**config.mk**
```make
export PLATFORM = sky130hd
export DESIGN_NAME = ram_arbiter
export DESIGN_NICKNAME = d
export VERILOG_FILES = /design/src/rtl/ram_arb_pkg.sv /design/src/rtl/rr_arb2.sv /design/src/rtl/ram_arbiter.sv
export SDC_FILE = /design/constraint.sdc
export NUM_CORES = 1
export LEC_CHECK = 0
export ABC_CLOCK_PERIOD_IN_PS = 1830
export CORE_ASPECT_RATIO = 1.1
export CORE_MARGIN = 3
export CORE_UTILIZATION = 30
export DETAILED_ROUTE_END_ITERATION = 6
export PLACE_DENSITY_LB_ADDON = 0.3
export REMOVE_ABC_BUFFERS = 1
export SYNTH_ARGS = -nofsm -noshare
export SYNTH_HDL_FRONTEND = slang
export SYNTH_SLANG_ARGS = --single-unit
```
**constraint.sdc**
```tcl
create_clock -name clk -period 1.83 [get_ports clk]
set_clock_uncertainty 0.2 [all_clocks]
set_input_delay 0.366 -clock clk [delete_from_list [all_inputs] [get_ports clk]]
set_output_delay 0.366 -clock clk [all_outputs]
set_load 0.01 [all_outputs]
```
**src/rtl/ram_arb_pkg.sv**
```systemverilog
// Shared types and constants for the two-master RAM arbiter.
package ram_arb_pkg;

  // Default geometry of the 32x32 data RAM.
  localparam int DEF_ADDR_W = 5;
  localparam int DEF_DATA_W = 32;

  // Arbiter state: either nothing is running or one latched command owns the RAM.
  typedef enum logic {
    ST_IDLE   = 1'b0,
    ST_ACCESS = 1'b1
  } state_e;

  // Requester identifiers, also used as the grant/rvalid bit index.
  localparam logic M0 = 1'b0;
  localparam logic M1 = 1'b1;

endpackage

```
**src/rtl/rr_arb2.sv**
```systemverilog
// Two-way round-robin picker. On a tie the requester that did not win last time is chosen.
module rr_arb2
  import ram_arb_pkg::*;
(
  input  logic [1:0] elig,
  input  logic       last,
  output logic       winner,
  output logic       any
);

  // Pick the sole eligible master, or alternate against the previous winner on a tie.
  always_comb begin
    any    = |elig;
    winner = M0;
    if (elig == 2'b11) begin
      winner = ~last;
    end else if (elig[1]) begin
      winner = M1;
    end
  end

endmodule

```
**src/rtl/ram_arbiter.sv**
```systemverilog
// Round-robin arbiter sharing the single-port data RAM between the CPU (m0) and the I/O side (m1).
// Every RAM control output and every requester output comes straight from a register.
module ram_arbiter
  import ram_arb_pkg::*;
#(
  parameter int ADDR_W = DEF_ADDR_W,
  parameter int DATA_W = DEF_DATA_W
) (
  input  logic              clk,
  input  logic              rst_n,

  input  logic              m0_req,
  input  logic              m0_we,
  input  logic [ADDR_W-1:0] m0_addr,
  input  logic [DATA_W-1:0] m0_wdata,
  output logic              m0_gnt,
  output logic              m0_rvalid,
  output logic [DATA_W-1:0] m0_rdata,

  input  logic              m1_req,
  input  logic              m1_we,
  input  logic [ADDR_W-1:0] m1_addr,
  input  logic [DATA_W-1:0] m1_wdata,
  output logic              m1_gnt,
  output logic              m1_rvalid,
  output logic [DATA_W-1:0] m1_rdata,

  output logic              ram_ena,
  output logic              ram_wena,
  output logic [ADDR_W-1:0] ram_addr,
  output logic [DATA_W-1:0] ram_wdata,
  input  logic [DATA_W-1:0] ram_rdata
);

  state_e              state_q,     state_d;
  logic                last_q,      last_d;
  logic [1:0]          gnt_q,       gnt_d;
  logic [1:0]          rvalid_q,    rvalid_d;
  logic                cmd_we_q,    cmd_we_d;
  logic                cmd_id_q,    cmd_id_d;
  logic [ADDR_W-1:0]   cmd_addr_q,  cmd_addr_d;
  logic [DATA_W-1:0]   cmd_wdata_q, cmd_wdata_d;
  logic [DATA_W-1:0]   rdata0_q,    rdata0_d;
  logic [DATA_W-1:0]   rdata1_q,    rdata1_d;

  logic [1:0]          elig;
  logic                winner;
  logic                any;

  // A request seen while its own grant is high is the tail of the finishing handshake, not a new command.
  assign elig = {m1_req & ~gnt_q[1], m0_req & ~gnt_q[0]};

  rr_arb2 u_rr_arb2 (
    .elig   (elig),
    .last   (last_q),
    .winner (winner),
    .any    (any)
  );

  // Next-state logic: capture read data for the command now finishing, then arbitrate the next one.
  always_comb begin
    state_d     = ST_IDLE;
    last_d      = last_q;
    gnt_d       = 2'b00;
    rvalid_d    = 2'b00;
    cmd_we_d    = cmd_we_q;
    cmd_id_d    = cmd_id_q;
    cmd_addr_d  = cmd_addr_q;
    cmd_wdata_d = cmd_wdata_q;
    rdata0_d    = rdata0_q;
    rdata1_d    = rdata1_q;

    if (state_q == ST_ACCESS && !cmd_we_q) begin
      if (cmd_id_q == M0) begin
        rdata0_d    = ram_rdata;
        rvalid_d[0] = 1'b1;
      end else begin
        rdata1_d    = ram_rdata;
        rvalid_d[1] = 1'b1;
      end
    end

    if (any) begin
      state_d       = ST_ACCESS;
      last_d        = winner;
      gnt_d[winner] = 1'b1;
      cmd_id_d      = winner;
      if (winner == M1) begin
        cmd_we_d    = m1_we;
        cmd_addr_d  = m1_addr;
        cmd_wdata_d = m1_wdata;
      end else begin
        cmd_we_d    = m0_we;
        cmd_addr_d  = m0_addr;
        cmd_wdata_d = m0_wdata;
      end
    end
  end

  // State and command registers; reset leaves m1 as last winner so m0 takes the first tie.
  always_ff @(posedge clk or negedge rst_n) begin
    if (!rst_n) begin
      state_q     <= ST_IDLE;
      last_q      <= M1;
      gnt_q       <= 2'b00;
      rvalid_q    <= 2'b00;
      cmd_we_q    <= 1'b0;
      cmd_id_q    <= M0;
      cmd_addr_q  <= '0;
      cmd_wdata_q <= '0;
      rdata0_q    <= '0;
      rdata1_q    <= '0;
    end else begin
      state_q     <= state_d;
      last_q      <= last_d;
      gnt_q       <= gnt_d;
      rvalid_q    <= rvalid_d;
      cmd_we_q    <= cmd_we_d;
      cmd_id_q    <= cmd_id_d;
      cmd_addr_q  <= cmd_addr_d;
      cmd_wdata_q <= cmd_wdata_d;
      rdata0_q    <= rdata0_d;
      rdata1_q    <= rdata1_d;
    end
  end

  // The RAM writes on wena regardless of ena, so wena is gated by the ACCESS state.
  assign ram_ena   = (state_q == ST_ACCESS);
  assign ram_wena  = (state_q == ST_ACCESS) & cmd_we_q;
  assign ram_addr  = cmd_addr_q;
  assign ram_wdata = cmd_wdata_q;

  assign m0_gnt    = gnt_q[0];
  assign m1_gnt    = gnt_q[1];
  assign m0_rvalid = rvalid_q[0];
  assign m1_rvalid = rvalid_q[1];
  assign m0_rdata  = rdata0_q;
  assign m1_rdata  = rdata1_q;

endmodule

```
== Word-level counts from Yosys, hierarchy flattened ==
Cells that the tools add are included.
Storage, ports and cells
  register bits after elaboration: 109
  bits in latches: 0
  bits in writable memories: 0
  bits in read-only memories: 0
  output and inout bits: 107
  logic and storage cells: 38
  memories: 0
Cells by class
  $add $sub $neg: 0
  multiply operators: 0
  div/mod/pow operators: 0
  $lt $le $gt $ge: 2
  equality and inequality tests: 1
  shift operators: 0
  muxes and demuxes: 12
  bitwise logic cells: 7
  reduce and logical (&&, ||, !) cells: 6
Operators by type and width (count)
  2-to-1 mux 32 bit: 1
  2-to-1 mux 1 bit: 7
  2-to-1 mux 5 bit: 1
  2-to-1 mux 2 bit: 2
  NOT 1 bit: 4
  AND reduction 2 bit: 2
  AND 1 bit: 3
  == test 2 bit, second input constant: 1
  logical AND 1 bit: 2
  < comparator 1 x 2 -> 1 bit, second input constant: 1
  OR reduction 2 bit: 1
  demux 1 bit (select 1 bit): 1
  >= comparator 1 bit, second input constant: 1
  zero test 1 bit: 1

== Depth between registers and ports, before layout ==
Gate-level depths: netlist of run 1.
  depth after elaboration: 9
  depth in mapped cells: 5

== Hierarchy ==
A second synthesis of run 1 with hierarchy kept.
Unflattened totals
  cell total of the unflattened synthesis: 322
  area total of the unflattened synthesis: 4374.2 µm²
By module, submodules not included
  ram_arbiter: instances 1, cells each 320, area each 4360.4 µm², seq. area each 2728.9 µm²
  rr_arb2: instances 1, cells each 2, area each 13.8 µm², seq. area each 0.0 µm²

== Least setup slack after synthesis of run 1 ==
Ideal clock, no wire load.
  path type: register -> register
  start: register state_q (netlist: ram_ena)
  end: register rdata0_q[11] (netlist: m0_rdata[11])
  library setup time: 125 ps
  data arrival time: 1316 ps
  required time: 1505 ps
  slack: 189 ps
  cell stages (with the launch flop): 4
  buffers on the path: 1
  path through: dfrtp_1 > nor3b_2 > buf_2 > mux2_2
On the way
  cells in the longest elaborated chain, start to end: 2
Ends and longest elaborated chain
  start, declared: RTL line ram_arbiter.sv:35  | state_e state_q, state_d;
  start signal, assigned: RTL line ram_arbiter.sv:114  | state_q <= state_d;
  logical AND 1 bit: RTL line ram_arbiter.sv:73  | if (state_q == ST_ACCESS && !cmd_we_q) begin
  AND reduction 2 bit (no source line)
  end signal, assigned: RTL line ram_arbiter.sv:122  | rdata0_q <= rdata0_d;
  end, declared: RTL line ram_arbiter.sv:43  | logic [DATA_W-1:0] rdata0_q, rdata0_d;
Every way passes these cells.
A chain may end at the register's enable or synchronous reset.

== Final worst setup path of run 1 ==
  start: register cmd_wdata_q[13] (netlist: ram_wdata[13])
  end: output ram_wdata[13]
RTL lines
  start, declared: RTL line ram_arbiter.sv:42  | logic [DATA_W-1:0] cmd_wdata_q, cmd_wdata_d;
  start signal, assigned: RTL line ram_arbiter.sv:121  | cmd_wdata_q <= cmd_wdata_d;
  end, declared: RTL line ram_arbiter.sv:31  | output logic [DATA_W-1:0] ram_wdata,
No word-level cell between the ends.

==> results.cfg, run 1 <==
[sta]
layout_min_cycle_time_ps = 1800
period_share_pct = 98.4
worst_hold_slack_ps = 276
slew_headroom_pct = 75.7
worst_pin_slew_ps = 364
report.final.setup_viol = 0
timing.final.max_slew_violations = 0
unrepaired_setup_endpoints_after_global_routing = false
timing.fmax_mhz = 555
hold_violations = 0

[detailed_routing]
drc = 0
detailroute.via_count = 3374
number_of_detailed_routing_iterations_run_before_antenna_repair = 4
drtAntennaViolNets = 0
vias_per_cell = 4.81
detail_route.wirelength_mm = 12.1
wl_per_cell_um = 17.2
first_iter_violations = 142

[clock_tree]
cts.clk_slew.worst_paths_ps = 70
htree_levels = 3
clock_tree.buffer_depth = 2
cts_buffers = 9
clkSinkCount = 109
clk_root_buffer_cell = clkbuf_16
insertion_delay_ps = 340
clock_tree_from_tritoncts = built

[logic_synthesis]
post_synth_num_cell_types = 20
post-synth-top-count-cell = dfrtp_1
yosysTopAreaCellShare_pct = 62.6
synth.area.top_cells = dfrtp_1 (63%), mux2_2 (16%), a221o_1 (8.8%)
average_cell_area_after_synthesis_um2 = 15.2
synthDominantAreaCellType = dfrtp_1
synth-warning-count = 0
synth.ff_latch_count = 109
post_synth_inst_count = 284
async_flop_share_pct = 100
commonest_cells_post_synth = dfrtp_1 (108), mux2_2 (60), a221o_1 (38), nor3b_1 (38), buf_2 (14)
postSynth.topFlopCell = dfrtp_1
cell_area_synth_mm2 = 0.00432
synth_sequential_area_ratio_pct = 63.2
synth_enable_flop_cells = 0

[cells_and_area]
layout-area-overhead-vs-synth_pct = 69.0
layoutNonFillerInstCount = 702
share_of_cells_above_drive_strength_1_pct = 19.6
stdcell_area_mm2 = 0.00730
nets = 621
antenna-diode-count = 0

[power]
power.share.clock_pct = 18.9
max-vdd-ir-drop_uv = 437
swShare_pct = 29.7
net_load_switching_power_mw = 2.91
power-per-cell-area_mw_per_mm2 = 1340
pwr-share-comb_pct = 41.7
leakage_nw = 3.57
internal_power_mw = 6.88
seq_power_share_pct = 39.4

[floorplan]
core-area_mm2 = 0.0140
die_area_mm2 = 0.0159
number_of_rows_in_the_core_area = 45
io_pins = 219
die-height_um = 132
die_width_um = 120
initial_utilization_pct = 30.9

[place]
sum_of_net_half_perimeters_after_detailed_placement_mm = 8.89
dpl.cell_count = 682
routability_congestion_estimate_from_global_placement = 0.738
io_buffer_count = 218
placement.cell_area_mm2 = 0.00685

[grt]
grt_pass1_vias = 3621
antenna_found_initial = 0
groute.usage.overall_pct = 15.2
largest_net_degree_at_the_start_of_global_routing = 40
grt_first_pass_wirelength_mm = 19.2
grt_overflow_total = 0

[run]
drv.max_cap_violation_count = 0

[status]
run_status = complete, no violations

[worst_hold_path]
hold_wc_path_type = in -> async

[critical_path]
worstPathMaxFanout = 2
critical_path.startpoint_type = flop
critPathBufInv = 1
critical-path-top-delay-family = buffers and inverters
critical_path_arrival_ps = 1230
setup.worst_path.class = reg -> out
reg2reg_slack_ps = 110
worstPathRequired_ps = 1260
worstPathCellList = clkdlybuf4s50_1
slowest_delay_ps = 550
element_type_at_the_critical_path_end = output port
timing.critical_path.slowest_stage_cell = clkdlybuf4s50_1
cells by family (layout without fill, tap and decap cells):
family | after synthesis | in the layout | share of synthesized area (%)
flops | 109 | 109 | 63.2
mux | 64 | 64 | 16.7
simple gates | 47 | 47 | 8.17
compound gates | 41 | 41 | 9.33
buf+inv | 23 | 253 | 2.66
repair_timing:
action	CTS	global route
endpoints found under the hold margin	20	0
gates resized for setup	25	62
pin swaps	0	0
setup buffers	3	0
endpoints found under the setup margin	25	62
gates cloned	0	0
hold buffers	1	0
metal layers:
layer	global-route usage (%)	routed length, um
met1	18.5	4720
met4	4.41	143
met5	0	0
met2	24.6	5840
met3	6.48	1370
cell type report:
| class | instances | area [um^2] |
|---|---|---|
| clock inverters | 4 | 32.5 |
| repair buffers | 236 | 2540 |
| multi-input cells | 152 | 1500 |
| inverters | 1 | 3.75 |
| fillers | 1236 | 6660 |
| well taps | 188 | 235 |
| flip-flops and latches | 109 | 2730 |
| clock buffers | 12 | 256 |
registers in the layout (all words and copies together) (netlist names):
register   cells
m0_rdata      32
gnt_q          2
cmd_id_q       1
cmd_we_q       1
ram_ena        1
ram_addr       5
m1_rdata      32
rvalid_q       2
last_q         1
ram_wdata     32
stage by stage:
step / power [mW] / util [%] / TNS [ps] / worst slack [ps]
6_report: 9.79 / 52.3 / 0 / 29.6
5_1_grt: 10.4 / 52.3 / 0 / 0.798
4_1_cts: 10.1 / 51.2 / 0 / 0.449
3_5_place_dp: 8.34 / 49.1 / -7950 / -225
3_3_place_gp: 8.23 / 49.1 / -6770 / -188
2_1_floorplan: 5.57 / - / -114850 / -2110
worst paths after layout:
| path | endpoint | cells past startpoint | startpoint |
|---|---|---|---|
| min in group clk | m0_rdata[25]$_DFFE_PN0P_ | 1 | m0_rdata[25]$_DFFE_PN0P_ |
| min reg2reg | m0_rdata[25]$_DFFE_PN0P_ | 1 | m0_rdata[25]$_DFFE_PN0P_ |
| max in group asynchronous | last_q$_DFFE_PN1N_ | 3 | rst_n |
| max reg2reg | ram_wdata[28]$_DFFE_PN0N_ | 5 | gnt_q[1]$_DFF_PN0_ |
| max | ram_wdata[13] | 1 | ram_wdata[13]$_DFFE_PN0N_ |
| min | m0_rdata[13]$_DFFE_PN0P_ | 2 | rst_n |
placed cells by master, fill, tap and decap left out, drive strengths merged, types with 12 or more instances in the layout:
| cell | instances |
|---|---|
| nor3b | 40 |
| clkdlybuf4s50 | 130 |
| mux2 | 64 |
| dlymetal6s2s | 62 |
| dlygate4sd2 | 25 |
| dfrtp | 108 |
| buf | 18 |
| a221o | 38 |
| clkbuf | 12 |
power by group through the flow:
| stage | combinational [mW] | sequential (mW) | clock [mW] |
|---|---|---|---|
| 2_1_floorplan | 1.25 | 4.33 | 0 |
| 3_3_place_gp | 4.34 | 3.89 | 0 |
| 3_5_place_dp | 4.39 | 3.94 | 0 |
| 4_1_cts | 4.31 | 3.89 | 1.92 |
| 5_1_grt | 4.36 | 3.99 | 2.00 |
| 6_report | 4.09 | 3.85 | 1.85 |
(Power assumes the default switching activity.)
==> run 2: changes to the inputs <==
--- a/config.mk
+++ b/config.mk
@@ -10,6 +10,7 @@
 export CORE_MARGIN = 3
 export CORE_UTILIZATION = 30
 export DETAILED_ROUTE_END_ITERATION = 6
+export HOLD_SLACK_MARGIN = 0.05
 export PLACE_DENSITY_LB_ADDON = 0.3
 export REMOVE_ABC_BUFFERS = 1
 export SYNTH_ARGS = -nofsm -noshare
==> results of run 2 <==
Final layout, timing and power as in run 1 (identical DEF).
==> run 3: changes to the inputs <==
==> constraint.sdc (replaced) <==
create_clock -name clk -period 1.83 [get_ports clk]
set_clock_uncertainty 0.2 [all_clocks]
set_input_delay 0.2745 -clock clk [delete_from_list [all_inputs] [get_ports clk]]
set_output_delay 0.2745 -clock clk [all_outputs]
set_load 0.01 [all_outputs]
==> run 3 against run 2 <==
  * Die area stayed put
  * Global-route usage up 0.11 points
  * Clock-buffer cell count down 1
  * Clock power is 12% higher
  * Design area down 1.5%
  * Hold slack worse by 63 ps
  * Wire length grew 0.60%
  * Register-to-register slack better by 20 ps
  * Sequential share of layout area up 0.55 points
  * Critical path type unchanged
  * Highest routed layer unchanged
==> results.cfg, run 3 (same netlist as run 1, synthesis figures left out) <==
[sta]
unrepaired_setup_endpoints_after_global_routing = false
hold_violations = 0
timing.final.max_slew_violations = 0
period_share_pct = 96.8
worst_hold_slack_ps = 213
worst_pin_slew_ps = 399
slew_headroom_pct = 73.4
report.final.setup_viol = 0
layout_min_cycle_time_ps = 1770
timing.fmax_mhz = 564

[clock_tree]
clkSinkCount = 109
cts.clk_slew.worst_paths_ps = 80
cts_buffers = 9
htree_levels = 3
clock_tree_from_tritoncts = built
insertion_delay_ps = 340
clk_root_buffer_cell = clkbuf_16
clock_tree.buffer_depth = 2

[critical_path]
critPathBufInv = 1
critical_path_arrival_ps = 1300
element_type_at_the_critical_path_end = output port
critical_path.startpoint_type = flop
worstPathRequired_ps = 1360
slowest_delay_ps = 560
timing.critical_path.slowest_stage_cell = clkdlybuf4s50_1
setup.worst_path.class = reg -> out
worstPathMaxFanout = 3
worstPathCellList = clkdlybuf4s50_1
critical-path-top-delay-family = buffers and inverters

[run]
drv.max_cap_violation_count = 0

[status]
run_status = complete, no violations

[cells_and_area]
antenna-diode-count = 0
layout.cells.most_common = clkdlybuf4s50_1
final_cell_mix = clkdlybuf4s50_1 (215), dfrtp_1 (108), mux2_2 (60)
share_of_cells_above_drive_strength_1_pct = 19.5
layout-area-overhead-vs-synth_pct = 66.5
area_used_by_multi_input_combinational_logic_mm2 = 0.00150
nets = 619
layout.area.seq_mm2 = 0.00273
nFillCells = 1248

[floorplan]
initial_utilization_pct = 30.9
die_width_um = 120
core-area_mm2 = 0.0140
die-height_um = 132
io_pins = 219
die_area_mm2 = 0.0159
number_of_rows_in_the_core_area = 45

[grt]
antenna_found_initial = 0
groute.usage.overall_pct = 15.3
largest_net_degree_at_the_start_of_global_routing = 40
grt_overflow_total = 0
grt_first_pass_wirelength_mm = 19.5
grt_pass1_vias = 3689

[detailed_routing]
detailroute.via_count = 3381
number_of_detailed_routing_iterations_run_before_antenna_repair = 5
wl_per_cell_um = 17.4
detail_route.wirelength_mm = 12.1
drtAntennaViolNets = 0
drc = 0
first_iter_violations = 148
vias_per_cell = 4.83

[power]
max-vdd-ir-drop_uv = 528
total_power_mw = 10.3
leakage_nw = 2.91
power-per-cell-area_mw_per_mm2 = 1430

[place]
sum_of_net_half_perimeters_after_detailed_placement_mm = 8.96
io_buffer_count = 218
routability_congestion_estimate_from_global_placement = 0.739

[worst_hold_path]
hold_wc_path_type = in -> async
-- run 3: layout make-up --
cell class	instances	share of cell area, %
Multi-Input combinational cell	152	20.9
Clock buffer	11	3.37
Tap cell	188	3.27
Sequential cell	109	37.9
Timing Repair Buffer	234	33.3
Inverter	1	0.0522
Clock inverter	5	1.15
-- run 3: timing repair --
item | in CTS | in global routing
resized for setup | 2 | 0
endpoints found under the setup margin | 1 | 0
buffers inserted | 3 | 0
endpoints found under the hold margin | 80 | 0
hold buffers | 1 | 0
-- run 3: final timing paths --
| kind | startpoint | end | slack [ps] | depth (start not counted) |
|---|---|---|---|---|
| worst max-delay path | gnt_q[1]$_DFF_PN0_ | m1_gnt | 60 | 1 |
| worst min-delay path | rst_n | m0_rdata[13]$_DFFE_PN0P_ | 210 | 2 |
| worst max register to register | cmd_we_q$_DFFE_PN0N_ | m0_rdata[31]$_DFFE_PN0P_ | 130 | 4 |
| worst min register to register | m0_rdata[8]$_DFFE_PN0P_ | m0_rdata[8]$_DFFE_PN0P_ | 290 | 1 |
| max in group asynchronous | rst_n | last_q$_DFFE_PN1N_ | 610 | 3 |
| min in group clk | m0_rdata[8]$_DFFE_PN0P_ | m0_rdata[8]$_DFFE_PN0P_ | 290 | 1 |
-- run 3: metrics by stage --
step	util, %	instance area (um^2)	std cells	setup TNS (ps)	setup slack [ps]
after floorplan	-	4210	262	-114850	-2110
after global placement	49.0	6840	680	-3120	-88.3
after detailed placement	49.0	6840	680	-5580	-166
after CTS	51.5	7190	700	0	31.6
after global routing	51.5	7190	700	0	11.5
final	51.5	7190	700	0	58.0
-- run 3: power breakdown --
| part | switching (mW) | total [mW] | internal [mW] |
|---|---|---|---|
| Sequential | 0.500 | 3.88 | 3.38 |
| Combinational | 1.58 | 4.35 | 2.77 |
| Clock | 0.841 | 2.08 | 1.24 |
-- run 3: routing by layer --
metal  up-vias  share of wire (%)  track usage (%)  wire length (um)
met4         0                1.6             4.47               190
met2       188                 47             24.5              5690
met3        13                 12             6.65              1440
met1      1667                 40             18.8              4820
li1       1513                  -                -                 -
met5         -                  0                0                 0
